**config.mk**
```make
export PLATFORM = sky130hd
export DESIGN_NAME = seq_multiplier
export DESIGN_NICKNAME = d
export VERILOG_FILES = /design/src/rtl/mult_pkg.sv /design/src/rtl/mult_abs_w.sv /design/src/rtl/seq_multiplier.sv
export SDC_FILE = /design/constraint.sdc
export NUM_CORES = 1
export LEC_CHECK = 0
export ABC_CLOCK_PERIOD_IN_PS = 2560
export CAP_MARGIN = 20
export CORE_ASPECT_RATIO = 1.75
export CORE_UTILIZATION = 50
export DETAILED_ROUTE_END_ITERATION = 16
export GPL_TIMING_DRIVEN = 0
export PLACE_DENSITY = 0.72
export SYNTH_ARGS = -nofsm -noshare
export SYNTH_HDL_FRONTEND = slang
export SYNTH_HIERARCHICAL = 1
export SYNTH_SLANG_ARGS = --single-unit
```
**constraint.sdc**
```tcl
create_clock -name clk -period 2.56 [get_ports clk]
set_clock_uncertainty 0.15 [all_clocks]
set_input_delay 0.256 -clock clk [delete_from_list [all_inputs] [get_ports clk]]
set_output_delay 0.256 -clock clk [all_outputs]
set_load 0.01 [all_outputs]
```
**src/rtl/mult_pkg.sv**
```systemverilog
// Shared definitions for the sequential multiplier: FSM encoding and sizing helpers.
// Latency: n/a (types and constant functions only).
// Backpressure: n/a.
package mult_pkg;

  typedef enum logic [1:0] {
    ST_IDLE = 2'd0,
    ST_CALC = 2'd1,
    ST_DONE = 2'd2
  } state_t;

  // Iteration counter width: $clog2(WIDTH), never narrower than one bit.
  function automatic int cnt_width(input int width);
    return (width > 1) ? $clog2(width) : 1;
  endfunction

endpackage

```
**src/rtl/mult_abs_w.sv**
```systemverilog
// Conditional two's-complement negate of a W-bit value (magnitude / sign fix).
// Latency: combinational, zero cycles.
// Backpressure: none; pure function of its inputs.
module mult_abs_w #(
  parameter int W = 3
) (
  input  logic         neg_in,
  input  logic [W-1:0] val_in,
  output logic [W-1:0] val_out
);

  // Invert-and-increment when negation is requested; the most negative value
  // maps onto itself, which read as unsigned is exactly its magnitude.
  assign val_out = neg_in ? (~val_in + W'(1)) : val_in;

endmodule

```
**src/rtl/seq_multiplier.sv**
```systemverilog
// Shift-add WIDTH x WIDTH multiplier (signed/unsigned per op), one adder reused per cycle.
// Latency: WIDTH CALC cycles + 1 DONE cycle after start is sampled (fewer with SEQ_MULT_EARLY_TERM_EN).
// Backpressure: start_in only accepted in IDLE/DONE; caller holds its operation until done_out.
module seq_multiplier #(
  parameter int WIDTH = 3
) (
  input  logic               clk,
  input  logic               rst_n,
  input  logic               start_in,
  input  logic               signed_in,
  input  logic [WIDTH-1:0]   a_in,
  input  logic [WIDTH-1:0]   b_in,
  output logic               busy_out,
  output logic               done_out,
  output logic [2*WIDTH-1:0] product_out
);

  import mult_pkg::*;

  localparam int PW    = 2 * WIDTH;
  localparam int CNT_W = cnt_width(WIDTH);
  localparam logic [CNT_W-1:0] LAST_CNT = CNT_W'(WIDTH - 1);

  state_t            state;
  state_t            state_nxt;
  logic              sgn_r;
  logic              neg_r;
  logic [PW-1:0]     mcand;
  logic [PW-1:0]     acc;
  logic [PW-1:0]     acc_nxt;
  logic [PW-1:0]     prod_fix;
  logic [WIDTH-1:0]  mplier;
  logic [WIDTH-1:0]  mag_a;
  logic [WIDTH-1:0]  mag_b;
  logic [CNT_W-1:0]  cnt;
  logic              start_ok;
  logic              last_iter;

  // Operand magnitudes: only negate in signed mode with the sign bit set.
  mult_abs_w #(.W(WIDTH)) u_abs_a (
    .neg_in  (signed_in & a_in[WIDTH-1]),
    .val_in  (a_in),
    .val_out (mag_a)
  );

  mult_abs_w #(.W(WIDTH)) u_abs_b (
    .neg_in  (signed_in & b_in[WIDTH-1]),
    .val_in  (b_in),
    .val_out (mag_b)
  );

  // Result sign fix works on the accumulator value including this cycle's add,
  // so product_out can be captured on the same edge as the final iteration.
  mult_abs_w #(.W(PW)) u_fix (
    .neg_in  (sgn_r & neg_r),
    .val_in  (acc_nxt),
    .val_out (prod_fix)
  );

  assign start_ok = start_in & ((state == ST_IDLE) | (state == ST_DONE));
  assign acc_nxt  = mplier[0] ? (acc + mcand) : acc;

`ifdef SEQ_MULT_EARLY_TERM_EN
  // Stop as soon as no multiplier bits remain after this iteration.
  assign last_iter = (state == ST_CALC) & ((cnt == LAST_CNT) | ((mplier >> 1) == '0));
`else
  assign last_iter = (state == ST_CALC) & (cnt == LAST_CNT);
`endif

  // State register.
  always_ff @(posedge clk or negedge rst_n) begin
    if (!rst_n) begin
      state <= ST_IDLE;
    end else begin
      state <= state_nxt;
    end
  end

  // Next-state decode and status outputs derived from the current state.
  always_comb begin
    state_nxt = state;
    busy_out  = 1'b0;
    done_out  = 1'b0;
    case (state)
      ST_IDLE: begin
        if (start_in) state_nxt = ST_CALC;
      end
      ST_CALC: begin
        busy_out = 1'b1;
        if (last_iter) state_nxt = ST_DONE;
      end
      ST_DONE: begin
        done_out  = 1'b1;
        state_nxt = start_in ? ST_CALC : ST_IDLE;
      end
      default: begin
        state_nxt = ST_IDLE;
      end
    endcase
  end

  // Datapath: load on an accepted start, one shift-add step per CALC cycle,
  // and capture the sign-corrected product on the last step.
  always_ff @(posedge clk or negedge rst_n) begin
    if (!rst_n) begin
      sgn_r       <= 1'b0;
      neg_r       <= 1'b0;
      mcand       <= '0;
      mplier      <= '0;
      acc         <= '0;
      cnt         <= '0;
      product_out <= '0;
    end else if (start_ok) begin
      sgn_r  <= signed_in;
      neg_r  <= signed_in & (a_in[WIDTH-1] ^ b_in[WIDTH-1]);
      mcand  <= {{WIDTH{1'b0}}, mag_a};
      mplier <= mag_b;
      acc    <= '0;
      cnt    <= '0;
    end else if (state == ST_CALC) begin
      acc    <= acc_nxt;
      mcand  <= mcand << 1;
      mplier <= mplier >> 1;
      cnt    <= cnt + CNT_W'(1);
      if (last_iter) product_out <= prod_fix;
    end
  end

endmodule

```
==> results by group, run 1 <==
GRT
  – Largest net degree at the start of global routing: 20
  – GRT Total Usage: 0.2198
  – Vias in the first global route: 1276
  – Initial antenna violation count: 0
  – First-pass GRT wire length: between 5 and 6 mm
  – Total gr overflow: 0

Routing
  – Post-route ant nets: 0
  – DR WL/cell: roughly 15 um
  – Vias: around 1.2k
  – Post-Route WL: 3.430 mm
  – Post-route DRC: 0
  – DR vias/cell: 5.377
  – Initial DRC Count: 10
  – Pre-Repair DR Iteration Count: 4

Yosys
  – Yosys top cell area share: 0.3976
  – Post-Syn Instances: about 160
  – Syn Area/Cell: ~11 um^2
  – Area leader, netlist: dfrtp_1
  – Syn_nets: 178
  – Synth top area cells: dfrtp_1 (40%), ha_1 (6.6%), mux2_4 (5.3%)
  – Register bit total from synthesis: 27
  – Post-synthesis sequential area ratio: 0.3976
  – Post-Synthesis Cell Area: between 0.0015 and 0.002 mm^2
  – Yosys warning total: 6
  – Yosys cell types: 40

Setup path
  – CP most frequent cell: mux2_4
  – Arr. time, crit path: roughly 2.6 ns
  – Worst-path cell chain: ha_4 -> fa_2 -> mux2_4 -> or3_4 -> o31ai_4 -> xnor2_1 -> mux2_4
  – Crit. End Element: register
  – Worst path max stage delay: approximately 0.43 ns
  – Critical path class: register to register
  – CP required: ~2.6 ns
  – CP max stage cell: dfrtp_1
  – Startpoint Class: register
  – CP Max Fanout: 3
  – CP top delay family: adder cells
  – Worst path buffer plus inverter count: 0

Placement
  – Final Wtd Congestion: approximately 0.77
  – Detailed-placement wirelength estimate: 2.659 mm
  – Port buffer count: 17
  – DP Area: roughly 0.0020 mm^2

Pwr
  – Flop pwr share: 0.292
  – Clock share of power: 0.093
  – Maximum vdd drop: 0.6314 mV
  – Switching Fraction: 0.4091
  – P_int: around 1.6 mW
  – Net Sw Power: approximately 1.1 mW
  – P per Cell Area: approximately 1300 mW/mm^2
  – Leak Pwr: 0.9364 nW
  – Comb power frac: 0.615

Final layout
  – Layout area overhead: 23.27%
  – Fraction of layout cells with a size suffix above 1: 0.2270
  – Nets@finish: just over 200
  – Finished Cell Area: 0.002095 mm^2
  – Antenna diodes: 0

Timing
  – Slew Viols, Final: 0
  – Hold WS: 0.1729 ns
  – Minimum clock period: 2.567 ns
  – Period utilisation layout: 1.003
  – Worst slew pin tran: ~0.54 ns
  – Final setup fails: 1
  – Unrepaired setup endpoints after global routing: true
  – Max Freq: 0.3895 GHz
  – Fin. Hold Viols: 0
  – Sum Neg Setup Slack: -0.007177 ns
  – Slew headroom: 0.6402
  – Setup ws final: -0.007177 ns

Clock tree
  – TritonCTS Buffers: 3
  – CTS sink cnt: 27
  – H-tree levels: 1
  – Clock Tree Buf Depth: 2
  – Clock slew at reported path FFs: about 0.090 ns
  – Hold buffers post-CTS: 0
  – Worst-Skew Late Latency: roughly 0.27 ns
  – CTS tree: built
  – Root Driver: clkbuf_8

Floorplanning
  – Die width: roughly 46 um
  – Core area: 0.003176 mm^2
  – I/O Pins: 18
  – Initial Util: 0.5351
  – FP Rows: 27
  – Die area: 0.003644 mm^2
  – Die height: roughly 79 um

Outcome
  – Failing checks: setup timing
  – Outcome: complete, but fails checks

Min path
  – Hold Crit Class: primary input to async pin

Run
  – Max_cap viols: 0
-- metrics by stage --
| stage | cells | worst slack [ns] | power [mW] | util |
|---|---|---|---|---|
| finish | 228 | -0.007177 | 2.682 | 0.6596 |
| detailed placement | 219 | -0.1443 | 2.286 | 0.6143 |
| global placement | 218 | -0.1059 | 2.208 | 0.6056 |
| global route | 228 | -0.08553 | 2.902 | 0.6596 |
| CTS | 225 | 0.002941 | 2.626 | 0.6438 |
| floorplan | 158 | 0.03402 | 1.882 | - |
-- final cells by class --
type	count	area (um^2)
Clock buffer	4	45.04
Buffer	8	66.31
Inverter	10	40.04
Fill cell	258	1081
Tap cell	43	53.80
Timing Repair Buffer	23	235.2
Sequential cell	27	676.9
Multi-Input combinational cell	113	977.2
-- routing by layer --
layer | track usage | vias up | wire length [um]
li1 | - | 608 | -
met5 | 0 | - | 0
met3 | 0.02273 | 6 | 64
met4 | 0.05882 | 0 | 69
met1 | 0.2485 | 592 | 1312
met2 | 0.4085 | 20 | 1983
-- Yosys cell counts (all sizes together) --
cell / number
inv: 10
fa: 1
a21oi: 8
ha: 9
buf: 6
clkbuf: 2
a22o: 5
xnor2: 10
o21bai: 1
and2: 3
o31ai: 2
nor2: 4
nor3b: 1
a32o: 2
o21a: 1
a211oi: 4
xor2: 1
nor3: 1
o21ai: 10
o311ai: 1
o41ai: 1
mux2: 10
nand2: 15
or3: 1
a21o: 1
nand3: 4
nand2b: 4
mux2i: 6
dfrtp: 27
nor2b: 7
-- final timing paths --
path	from	cells past startpoint	end	slack [ns]
worst max-delay path	mcand[0]	7	product_out[5]	-0.007
worst min-delay path	rst_n	1	cnt[1]	0.17
worst max register to register	mcand[0]	7	product_out[5]	-0.007
worst min register to register	sgn_r	2	sgn_r	0.35
max in group asynchronous	rst_n	2	mcand[1]	1.60
min in group clk	sgn_r	2	sgn_r	0.35
-- registers in the layout, summed over array words and instances (netlist names) --
name,cells
acc,6
mplier,3
neg_r,1
mcand,6
sgn_r,1
cnt,2
product_out,6
state,2
-- kinds of logic after synthesis --
logic type      after synthesis  share of synthesized area
compound gates               36                     0.1480
xor+xnor                     11                    0.05670
fa+ha+maj                    10                    0.07806
buf+inv                      18                    0.06259
flops                        27                     0.3976
mux                          16                     0.1149
simple gates                 40                     0.1421
-- cells in the final DEF (no fill, tap or decap), types with 2 or more instances in the layout --
| cell | netlist | final |
|---|---|---|
| clkdlybuf4s50_1 | 0 | 17 |
| mux2_4 | 6 | 8 |
| a21oi_2 | 0 | 3 |
| nor2_1 | 3 | 3 |
| xnor2_1 | 10 | 9 |
| and2_1 | 3 | 3 |
| mux2i_1 | 6 | 6 |
| nand2b_1 | 3 | 3 |
| dfrtp_1 | 27 | 26 |
| nand3_1 | 4 | 4 |
| a32o_1 | 2 | 2 |
| nor2b_1 | 7 | 7 |
| clkbuf_1 | 2 | 3 |
| mux2_2 | 4 | 2 |
| buf_4 | 3 | 8 |
| nand2_1 | 13 | 13 |
| ha_1 | 9 | 8 |
| a211oi_1 | 4 | 4 |
| o21ai_0 | 10 | 10 |
| a22o_1 | 5 | 5 |
| inv_1 | 9 | 9 |
| a21oi_1 | 8 | 5 |
| clkbuf_8 | 0 | 3 |
-- timing repair --
| item | CTS | global route |
|---|---|---|
| gates resized for setup | 7 | 6 |
| pin swaps | 2 | 1 |
| setup buffers | 2 | 3 |
| setup endpoints to repair | 1 | 2 |
-- power groups by stage --
| stage | registers [mW] | logic, mW | clock network, mW |
|---|---|---|---|
| after CTS | 0.779 | 1.60 | 0.246 |
| after detailed placement | 0.790 | 1.50 | 0 |
| after floorplan | 0.769 | 1.11 | 0 |
| final | 0.784 | 1.65 | 0.248 |
| after global placement | 0.780 | 1.43 | 0 |
| after global routing | 0.810 | 1.82 | 0.273 |
Note: power is estimated with default switching activity, not from simulation.
==> run 2: changes to the inputs <==
- CORE_UTILIZATION: 50 -> 40
- PLACE_DENSITY: 0.72 -> 0.59
==> results by group, run 2 (synthesized netlist as in run 1, its figures left out) <==
Run
  – Max_cap viols: 0 (unchanged)

Routing
  – Pre-Repair DR Iteration Count: 4 (unchanged)
  – DR vias/cell: 5.274 (-1.9%)
  – Post-route ant nets: 0 (unchanged)
  – Post-route DRC: 0 (unchanged)
  – Post-Route WL: 3.435 mm (+0.15%)
  – Initial DRC Count: 16 (+6)
  – Vias: 1234 (+0.65%)
  – DR WL/cell: 14.68 um (-2.4%)

Setup path
  – Worst path max stage delay: 0.41 ns (-0.02 ns)
  – Worst-path cell chain: ha_2 -> fa_2 -> a21o_1 -> a21oi_2 -> xnor2_2 -> mux2_4 -> o31ai_4 -> xnor2_2 -> mux2_4
  – CP top delay family: compound AO/OA/AOI/OAI gates
  – Startpoint Class: register
  – CP max stage cell: dfrtp_1
  – Worst path buffer plus inverter count: 0 (unchanged)
  – Critical path class: register to register
  – CP required: 2.57 ns (about the same)
  – Crit. End Element: register
  – CP Max Fanout: 2 (-1)
  – Arr. time, crit path: 2.61 ns (+0.03 ns)

Timing
  – Worst slew pin tran: 0.4828 ns (-0.05519 ns)
  – Minimum clock period: 2.599 ns (+0.03170 ns)
  – Slew Viols, Final: 0 (unchanged)
  – Max Freq: 0.3848 GHz (-1.2%)
  – Setup ws final: -0.03888 ns (-0.03170 ns)
  – Period utilisation layout: 1.015 (+0.01238)
  – Slew headroom: 0.6757 (+0.03544)
  – Final setup fails: 1 (unchanged)
  – Unrepaired setup endpoints after global routing: true
  – Fin. Hold Viols: 0 (unchanged)
  – Hold WS: 0.1136 ns (-0.05930 ns)

Clock tree
  – Root Driver: clkbuf_8
  – CTS tree: built
  – Worst-Skew Late Latency: 0.28 ns (about the same)
  – Clock slew at reported path FFs: 0.09 ns (about the same)
  – TritonCTS Buffers: 3 (unchanged)
  – CTS sink cnt: 27 (unchanged)
  – Clock Tree Buf Depth: 2 (unchanged)
  – H-tree levels: 1 (unchanged)
  – Hold buffers post-CTS: 0 (unchanged)

Outcome
  – Outcome: complete, but fails checks
  – Failing checks: setup timing

Pwr
  – Leak Pwr: 0.9407 nW (+0.45%)
  – Comb power frac: 0.616 (about the same)
  – P_int: 1.605 mW (+1.3%)
  – P per Cell Area: 1293 mW/mm^2 (+0.95%)
  – Switching Fraction: 0.4024 (-0.006728)
  – Net Sw Power: 1.081 mW (-1.5%)
  – Flop pwr share: 0.292 (about the same)
  – Maximum vdd drop: 0.4875 mV (-23%)
  – Clock share of power: 0.091 (-0.002)

Final layout
  – Antenna diodes: 0 (unchanged)
  – Number of fill cells: 414 (+60%)
  – Fraction of layout cells with a size suffix above 1: 0.2216 (-0.005405)
  – Largest regs: acc (6), mcand (6), product_out (6)
  – FF+latch area: 676.9 um^2 (unchanged)
  – Commonest non-fill, non-tap cell in the layout: dfrtp_1
  – Most frequent cells in the layout: dfrtp_1 (26), clkdlybuf4s50_1 (17), nand2_1 (13)
  – Multi-input gate area: 965.9 um^2 (-1.2%)
  – Nets@finish: 206 (unchanged)
  – Finished Cell Area: 0.002078 mm^2 (-0.78%)
  – Core Util, Final: 0.5055 (-0.1541)
  – Layout area overhead: 22.31%

Min path
  – Hold Crit Class: primary input to async pin

GRT
  – Vias in the first global route: 1321 (+3.5%)
  – Largest net degree at the start of global routing: 21 (+5.0%)
  – GRT Total Usage: 0.1761 (-0.04371)
  – First-pass GRT wire length: 5.823 mm (-0.72%)
  – Initial antenna violation count: 0 (unchanged)
  – Total gr overflow: 0 (unchanged)

Floorplanning
  – I/O Pins: 18 (unchanged)
  – Initial Util: 0.4133 (-0.1218)
  – Die width: 51.27 um (+11%)
  – FP Rows: 31 (+15%)
  – Die area: 0.004522 mm^2 (+24%)
  – Core area: 0.004111 mm^2 (+29%)
  – Die height: 88.22 um (+12%)

Placement
  – Final Wtd Congestion: 0.7487 (-2.7%)
  – Worst Setup Slack post-DPL: -0.2043 ns (-0.06004 ns)
  – DP Area: 0.001946 mm^2 (-0.26%)
  – Port buffer count: 17 (unchanged)
  – Detailed-placement wirelength estimate: 2.736 mm (+2.9%)
[run 2: through the flow]
stage / setup TNS [ns] / power, mW / instances
after floorplan: 0 / 1.882 / 158
after global placement: -0.1274 / 2.225 / 224
after detailed placement: -0.2243 / 2.289 / 225
after CTS: -0.03238 / 2.677 / 233
after global routing: -0.1419 / 2.897 / 234
final: -0.03888 / 2.686 / 234
[run 2: timing repair]
action	in CTS	in global routing
pin swaps	8	7
buffers inserted	4	1
hold endpoints to repair	0	0
endpoints found under the setup margin	2	2
gates resized for setup	8	2
[run 2: area by class of cell]
type	count	area share
buffer	8	0.03191
inverter	10	0.01927
sequential	27	0.3257
timing repair buffer	23	0.1072
multi-input combinational	113	0.4648
clock buffer	4	0.02167
tap	49	0.02950
[run 2: worst paths after layout]
check                                 end     start  cells after the start  slack (ns)
max in group asynchronous        mcand[1]     rst_n                      2        1.65
hold / removal                   state[1]     rst_n                      1        0.11
hold reg to reg                     sgn_r     sgn_r                      2        0.34
setup / recovery           product_out[5]  mcand[0]                      9       -0.04
min in group clk                    sgn_r     sgn_r                      2        0.34
setup reg to reg           product_out[5]  mcand[0]                      9       -0.04
[run 2: routing by layer]
layer  routed length (um)  share of wire  GRT usage
met5                    0              0          0
met4                  155          0.045     0.1130
met3                  109          0.032    0.02234
met2                 1871           0.54     0.3409
met1                 1298           0.38     0.1677
[run 2: power groups by stage]
stage	clock [mW]	sequential, mW	combinational, mW
after detailed placement	0	0.796	1.49
after CTS	0.259	0.784	1.64
after global placement	0	0.782	1.44
final	0.245	0.785	1.66
after floorplan	0	0.769	1.11
after global routing	0.272	0.813	1.81
